## src/rtl/hit_sprite_pkg.sv

```systemverilog
// Shared types and constants for the hit-sprite drawer.
//   hit_state_t : display FSM states (IDLE, ARMED, SHOW)
//   SCREEN_W/H  : visible raster size
//   ROM_AW      : sprite ROM address width
package hit_sprite_pkg;

    typedef enum logic [1:0] {
        IDLE  = 2'd0,
        ARMED = 2'd1,
        SHOW  = 2'd2
    } hit_state_t;

    localparam int SCREEN_W = 640;
    localparam int SCREEN_H = 480;
    localparam int ROM_AW   = 19;

endpackage

```

## src/rtl/hit_sprite_timer.sv

```systemverilog
// Hit-sprite display timer: FSM, pending/displayed position registers and
// frame counter. The displayed position only moves on frame_start, so the
// sprite never tears mid-frame.
// Optional build macro: HIT_SPRITE_BLINK_EN (blink during the final quarter).
// Ports:
//   clk, rst_n         clock, asynchronous active-low reset
//   hit_pulse          1-cycle hit event; hit_x/hit_y sampled with it
//   frame_start        1-cycle pulse at start of vertical blank
//   state              current FSM state (debug + activity decode)
//   disp_x, disp_y     top-left of the sprite currently displayed
//   blank              suppress opaque pixels this cycle (blink phase)
module hit_sprite_timer
    import hit_sprite_pkg::*;
#(
    parameter int DISPLAY_FRAMES = 30
) (
    input  logic       clk,
    input  logic       rst_n,
    input  logic       hit_pulse,
    input  logic [9:0] hit_x,
    input  logic [9:0] hit_y,
    input  logic       frame_start,
    output hit_state_t state,
    output logic [9:0] disp_x,
    output logic [9:0] disp_y,
    output logic       blank
);

    hit_state_t state_n;
    logic [9:0] pend_x, pend_y, pend_x_n, pend_y_n;
    logic [9:0] disp_x_n, disp_y_n;
    logic [7:0] cnt, cnt_n;

    always_ff @(posedge clk or negedge rst_n) begin
        if (!rst_n) begin
            state  <= IDLE;
            pend_x <= '0;
            pend_y <= '0;
            disp_x <= '0;
            disp_y <= '0;
            cnt    <= '0;
        end else begin
            state  <= state_n;
            pend_x <= pend_x_n;
            pend_y <= pend_y_n;
            disp_x <= disp_x_n;
            disp_y <= disp_y_n;
            cnt    <= cnt_n;
        end
    end

    // A hit always takes priority over frame_start in the same cycle: the
    // new position is captured and promotion waits for the next frame.
    always_comb begin
        state_n  = state;
        pend_x_n = pend_x;
        pend_y_n = pend_y;
        disp_x_n = disp_x;
        disp_y_n = disp_y;
        cnt_n    = cnt;
        case (state)
            IDLE: begin
                if (hit_pulse) begin
                    state_n  = ARMED;
                    pend_x_n = hit_x;
                    pend_y_n = hit_y;
                end
            end
            ARMED: begin
                if (hit_pulse) begin
                    pend_x_n = hit_x;
                    pend_y_n = hit_y;
                end else if (frame_start) begin
                    state_n  = SHOW;
                    disp_x_n = pend_x;
                    disp_y_n = pend_y;
                    cnt_n    = 8'(DISPLAY_FRAMES);
                end
            end
            SHOW: begin
                if (hit_pulse) begin
                    state_n  = ARMED;
                    pend_x_n = hit_x;
                    pend_y_n = hit_y;
                end else if (frame_start) begin
                    if (cnt == 8'd1) begin
                        state_n = IDLE;
                        cnt_n   = 8'd0;
                    end else begin
                        cnt_n = cnt - 8'd1;
                    end
                end
            end
            default: state_n = IDLE;
        endcase
    end

`ifdef HIT_SPRITE_BLINK_EN
    assign blank = (state == SHOW) && (cnt <= 8'(DISPLAY_FRAMES / 4)) && cnt[0];
`else
    assign blank = 1'b0;
`endif

endmodule

```

## src/rtl/hit_sprite_drawer.sv

```systemverilog
// Hit-sprite drawer: shows the PerfectHit judgement sprite for a fixed number
// of frames after each hit, turning the raster position into a sprite ROM
// address and aligning the 1-cycle ROM latency (DrawX/DrawY -> pix_* is 2).
// Optional build macro: HIT_SPRITE_BLINK_EN (sprite blinks in its last quarter).
// Ports:
//   Clk, Reset_n         pixel clock, asynchronous active-low reset
//   hit_pulse/hit_x/y    hit event and sprite top-left for it
//   frame_start          start of vertical blank
//   DrawX, DrawY         raster position, valid when pixel_en
//   rom_addr / rom_data  sprite ROM read port (data one cycle after address)
//   pix_index            palette index for the colour mapper
//   pix_valid            pix_index is an opaque sprite pixel
//   active               sprite currently displayed
module hit_sprite_drawer
    import hit_sprite_pkg::*;
#(
    parameter int         SPR_W          = 136,
    parameter int         SPR_H          = 157,
    parameter int         DISPLAY_FRAMES = 30,
    parameter logic [7:0] TRANSP_IDX     = 8'h00
) (
    input  logic              Clk,
    input  logic              Reset_n,
    input  logic              hit_pulse,
    input  logic [9:0]        hit_x,
    input  logic [9:0]        hit_y,
    input  logic              frame_start,
    input  logic [9:0]        DrawX,
    input  logic [9:0]        DrawY,
    input  logic              pixel_en,
    output logic [ROM_AW-1:0] rom_addr,
    input  logic [7:0]        rom_data,
    output logic [7:0]        pix_index,
    output logic              pix_valid,
    output logic              active
);

    localparam logic [10:0]       SPR_W11  = 11'(SPR_W);
    localparam logic [10:0]       SPR_H11  = 11'(SPR_H);
    localparam logic [10:0]       SCR_W11  = 11'(SCREEN_W);
    localparam logic [10:0]       SCR_H11  = 11'(SCREEN_H);
    localparam logic [ROM_AW-1:0] SPR_WA   = ROM_AW'(SPR_W);

    hit_state_t        state;
    logic [9:0]        disp_x, disp_y;
    logic              blank;
    logic [10:0]       dx, dy;
    logic              inbox, inbox_q;
    logic [ROM_AW-1:0] addr_c;

    hit_sprite_timer #(
        .DISPLAY_FRAMES(DISPLAY_FRAMES)
    ) u_timer (
        .clk        (Clk),
        .rst_n      (Reset_n),
        .hit_pulse  (hit_pulse),
        .hit_x      (hit_x),
        .hit_y      (hit_y),
        .frame_start(frame_start),
        .state      (state),
        .disp_x     (disp_x),
        .disp_y     (disp_y),
        .blank      (blank)
    );

    assign active = (state == SHOW);

    // 11-bit offsets; the >= tests keep an underflowed offset out of the box,
    // and the screen bounds keep off-screen pixels from ever being requested.
    assign dx = {1'b0, DrawX} - {1'b0, disp_x};
    assign dy = {1'b0, DrawY} - {1'b0, disp_y};

    assign inbox = pixel_en && active
                && (DrawX >= disp_x) && (DrawY >= disp_y)
                && (dx < SPR_W11) && (dy < SPR_H11)
                && ({1'b0, DrawX} < SCR_W11) && ({1'b0, DrawY} < SCR_H11);

    assign addr_c = ROM_AW'(dy) * SPR_WA + ROM_AW'(dx);

    // Stage 1: ROM address, zero outside the sprite box.
    always_ff @(posedge Clk or negedge Reset_n) begin
        if (!Reset_n) begin
            rom_addr <= '0;
            inbox_q  <= 1'b0;
        end else begin
            rom_addr <= inbox ? addr_c : '0;
            inbox_q  <= inbox;
        end
    end

    // Stage 2: ROM data arrives; transparent index and blink phase are not opaque.
    always_ff @(posedge Clk or negedge Reset_n) begin
        if (!Reset_n) begin
            pix_index <= '0;
            pix_valid <= 1'b0;
        end else begin
            pix_index <= rom_data;
            pix_valid <= inbox_q && (rom_data != TRANSP_IDX) && !blank;
        end
    end

endmodule

```

## config.mk

```make
export PLATFORM = sky130hd
export DESIGN_NAME = hit_sprite_drawer
export DESIGN_NICKNAME = d
export VERILOG_FILES = /design/src/rtl/hit_sprite_pkg.sv /design/src/rtl/hit_sprite_timer.sv /design/src/rtl/hit_sprite_drawer.sv
export SDC_FILE = /design/constraint.sdc
export NUM_CORES = 1
export LEC_CHECK = 0
export ABC_AREA = 1
export CAP_MARGIN = 25
export CORE_UTILIZATION = 59
export DETAILED_ROUTE_END_ITERATION = 7
export MAX_ROUTING_LAYER = met4
export PLACE_DENSITY = 0.95
export RECOVER_POWER = 25
export REMOVE_ABC_BUFFERS = 1
export SLEW_MARGIN = 15
export SYNTH_ARGS = -nofsm -noshare
export SYNTH_HDL_FRONTEND = slang
export SYNTH_SLANG_ARGS = --single-unit
export TNS_END_PERCENT = 50
```

## constraint.sdc

```tcl
create_clock -name Clk -period 9.1 [get_ports Clk]
set_clock_uncertainty 0.1 [all_clocks]
set_input_delay 1.365 -clock Clk [delete_from_list [all_inputs] [get_ports Clk]]
set_output_delay 1.365 -clock Clk [all_outputs]
set_load 0.01 [all_outputs]
```

==> results.sh <==
export IMPL_min_from="u_timer.pend_y[4]"
export IMPL_yosys_register_bits=79
export IMPL_setup_violations=0
export IMPL_slew_viol_final=63
export IMPL_track_usage_pct=29.5
export IMPL_cts_buffers=9
export IMPL_nets=870
export IMPL_syn_avg_cell_area_um2=7.59
export IMPL_ys_warn_count=0
export IMPL_rr_startpoint="u_timer.disp_y[2]"
export IMPL_antennaDiodeCount=0
export IMPL_path_max_fanout=4
export IMPL_rsz0062_at_grt="false"
export IMPL_cts_tree="yes"
export IMPL_hold_path_class="reg2reg"
export IMPL_syn_area_um2=5210
export IMPL_required_ps=9260
export IMPL_final_antenna_net_count=0
export IMPL_wire_per_inst_um=13.8
export IMPL_drv_cap=1
export IMPL_finalWeightedCongestion=0.939
export IMPL_drt_pass1_iter_count=5
export IMPL_die_x_um=96.0
export IMPL_fin_crit_sh_pct=56.9
export IMPL_dp_hpwl_um=9260
export IMPL_core_area_um2=8380
export IMPL_synth_edf_count=0
export IMPL_totalWireLength_um=12200
export IMPL_crit_buf_inv=5
export IMPL_start_kind="primary input"
export IMPL_holdPathStages=2
export IMPL_r2r_end="rom_addr[15]"
export IMPL_critical_path_cell_count=24
export IMPL_antenna_found_initial=0
export IMPL_utilization_pct=75.1
export IMPL_synth_flop_cell="dfrtp_1"
export IMPL_crit_family="adder cells"
export IMPL_cts_max_level=3
export IMPL_tightest_slew_ps=3190
export IMPL_synth_largest_area_cell="dfrtp_1"
export IMPL_cp_end_kind="flop"
export IMPL_ys_seq_area_share_pct=37.9
export IMPL_violations="max-capacitance violations, max-slew violations"
export IMPL_run_status="finished, violations left"
export IMPL_grt_max_degree=80
export IMPL_ys_top_cells_by_area="dfrtp_1, nand2_1, ha_1"
export IMPL_vias=4744
export IMPL_floorplan_initialDensity_pct=62.2
export IMPL_critical_path_slowest_cell="clkdlybuf4s50_1"
export IMPL_globalRouteOverflowTotal=0
export IMPL_max_clock_freq_ghz=0.193
export IMPL_cts_root_buf="clkbuf_8"
export IMPL_worst_ep_arrival_time_ps=5330
export IMPL_die_area_um2=9220
export IMPL_cts_buffer_depth=2
export IMPL_io_pins=82
export IMPL_fin_tns_setup_ps=0
export IMPL_grt_pass1_wl_um=20100
export IMPL_worstHoldEndpoint="u_timer.pend_y[4]"
export IMPL_dr_first_iter_drc_count=258
export IMPL_period_needed_ps=5180
export IMPL_ctsResizeCount=0
export IMPL_io_buffers=81
export IMPL_path_common_cell="nand2_1"
export IMPL_syn_inst=687
export IMPL_path_clk_slew_ps=90
export IMPL_hold_viol=0
export IMPL_async_flop_share_pct=100
export IMPL_cts_setup_buffers=0
export IMPL_layout_drive_gt1_share_pct=7.34
export IMPL_reg2reg_slack_ps=4960
export IMPL_cpPeakStageDelay_ps=460
export IMPL_reg2reg_depth=23
export IMPL_slew_headroom_pct=-113
export IMPL_yosysUniqueCellTypes=39
export IMPL_area_delta_synth_final_pct=20.8
export IMPL_postCtsHoldBufs=0
export IMPL_cts_sink_count=79
export IMPL_grt_pass1_vias=4429
export IMPL_yosysTopAreaCellShare_pct=37.9
export IMPL_crit_chain="clkdlybuf4s50_1 -> inv_1 -> ha_1 -> inv_1 -> fa_1 -> nand2_1 -> nand2_1 -> nand3_1 -> nand2_1 -> inv_1 -> ha_1 -> ha_1 -> fa_1 -> xor2_1 -> ha_1 -> nand2_1 -> nor3_1 -> nand2_1 -> o211ai_1 -> nand2_1 -> inv_1 -> nand2_1 -> o21ai_0 -> nor2_4"
export IMPL_num_rows=33
export IMPL_clock_latency_ps=370
export IMPL_avgViaCountPerCell=5.38
export IMPL_fp_dieH_um=96.0
export IMPL_path_class="in2reg"
export IMPL_drc_errors=0
==> sequential cells by signal, summed over array words and instances (netlist names) <==
| name | count |
|---|---|
| u_timer.disp_x | 10 |
| u_timer.pend_y | 10 |
| u_timer.cnt | 8 |
| pix_valid | 1 |
| u_timer.disp_y | 10 |
| pix_index | 8 |
| rom_addr | 19 |
| u_timer.pend_x | 10 |
| u_timer.state | 2 |
| inbox_q | 1 |
==> layout by cell type (no fill, tap or decap), types with 11 or more instances in the layout <==
| master | count |
|---|---|
| nand2_1 | 210 |
| nand3_1 | 36 |
| nor2_1 | 50 |
| o21ai_0 | 38 |
| a21oi_1 | 25 |
| nor2_4 | 11 |
| dfrtp_1 | 79 |
| inv_1 | 111 |
| ha_1 | 41 |
| clkdlybuf4s50_1 | 80 |
==> tightest hold or removal path: stages (launching register included) <==
cell	delay, ps
dfrtp_1	350
nand2_1	50
nand2_1	50
==> metrics by stage <==
step	instance area [um^2]	setup slack [ps]	std cells	hold WS, ps
3_5_place_dp	6110	3610	865	366
5_1_grt	6300	3520	882	404
3_3_place_gp	6110	3740	865	362
6_report	6300	3920	882	384
2_1_floorplan	5160	4380	678	349
4_1_cts	6300	3990	881	389
==> synthesized netlist by cell type, types with 6 or more instances <==
master / number
nand2_2: 10
nor2_4: 11
nand2_1: 210
xor2_1: 10
o21ai_0: 38
inv_1: 111
a21oi_1: 25
nor2_1: 51
nand3_1: 36
clkbuf_1: 6
ha_1: 41
dfrtp_1: 79
==> worst max-delay path by stage <==
stage | start | to | slack, ps
after floorplan | DrawY[4] | rom_addr[15] | 4380
after global placement | DrawY[0] | rom_addr[15] | 3740
after detailed placement | DrawY[0] | rom_addr[15] | 3610
after CTS | DrawY[0] | rom_addr[15] | 3990
after global routing | Reset_n | u_timer.disp_y[3] | 3520
final | DrawY[0] | rom_addr[15] | 3920
==> per-layer routing <==
layer | routed length [um] | global-route usage, %
met1 | 5140 | 35.7
met2 | 6200 | 50.2
met3 | 614 | 4.42
met4 | 244 | 9.83
met5 | 0 | -
==> cell type report <==
| cell class | instances | area [um^2] |
|---|---|---|
| Multi-Input combinational cell | 485 | 2760 |
| Clock inverter | 6 | 52.6 |
| Inverter | 114 | 428 |
| Clock buffer | 10 | 138 |
| Sequential cell | 79 | 1980 |
| Tap cell | 105 | 131 |
| Fill cell | 591 | 2080 |
| Timing Repair Buffer | 83 | 816 |
==> cells by family after synthesis <==
group / count (synthesis) / share of synthesized area, %
xor gates and xnor gates: 15 / 2.52
DFF: 79 / 37.9
other: 1 / 0.0719
buffers and inverters: 124 / 9.36
and+or+nand+nor: 343 / 30.1
AOI/OAI and AO/OA: 80 / 8.66
adders and majority gates: 45 / 11.4
Power is left out: the tool's default activity adds up to more than one toggle a clock period on the data nets, which glitch-free logic cannot reach.
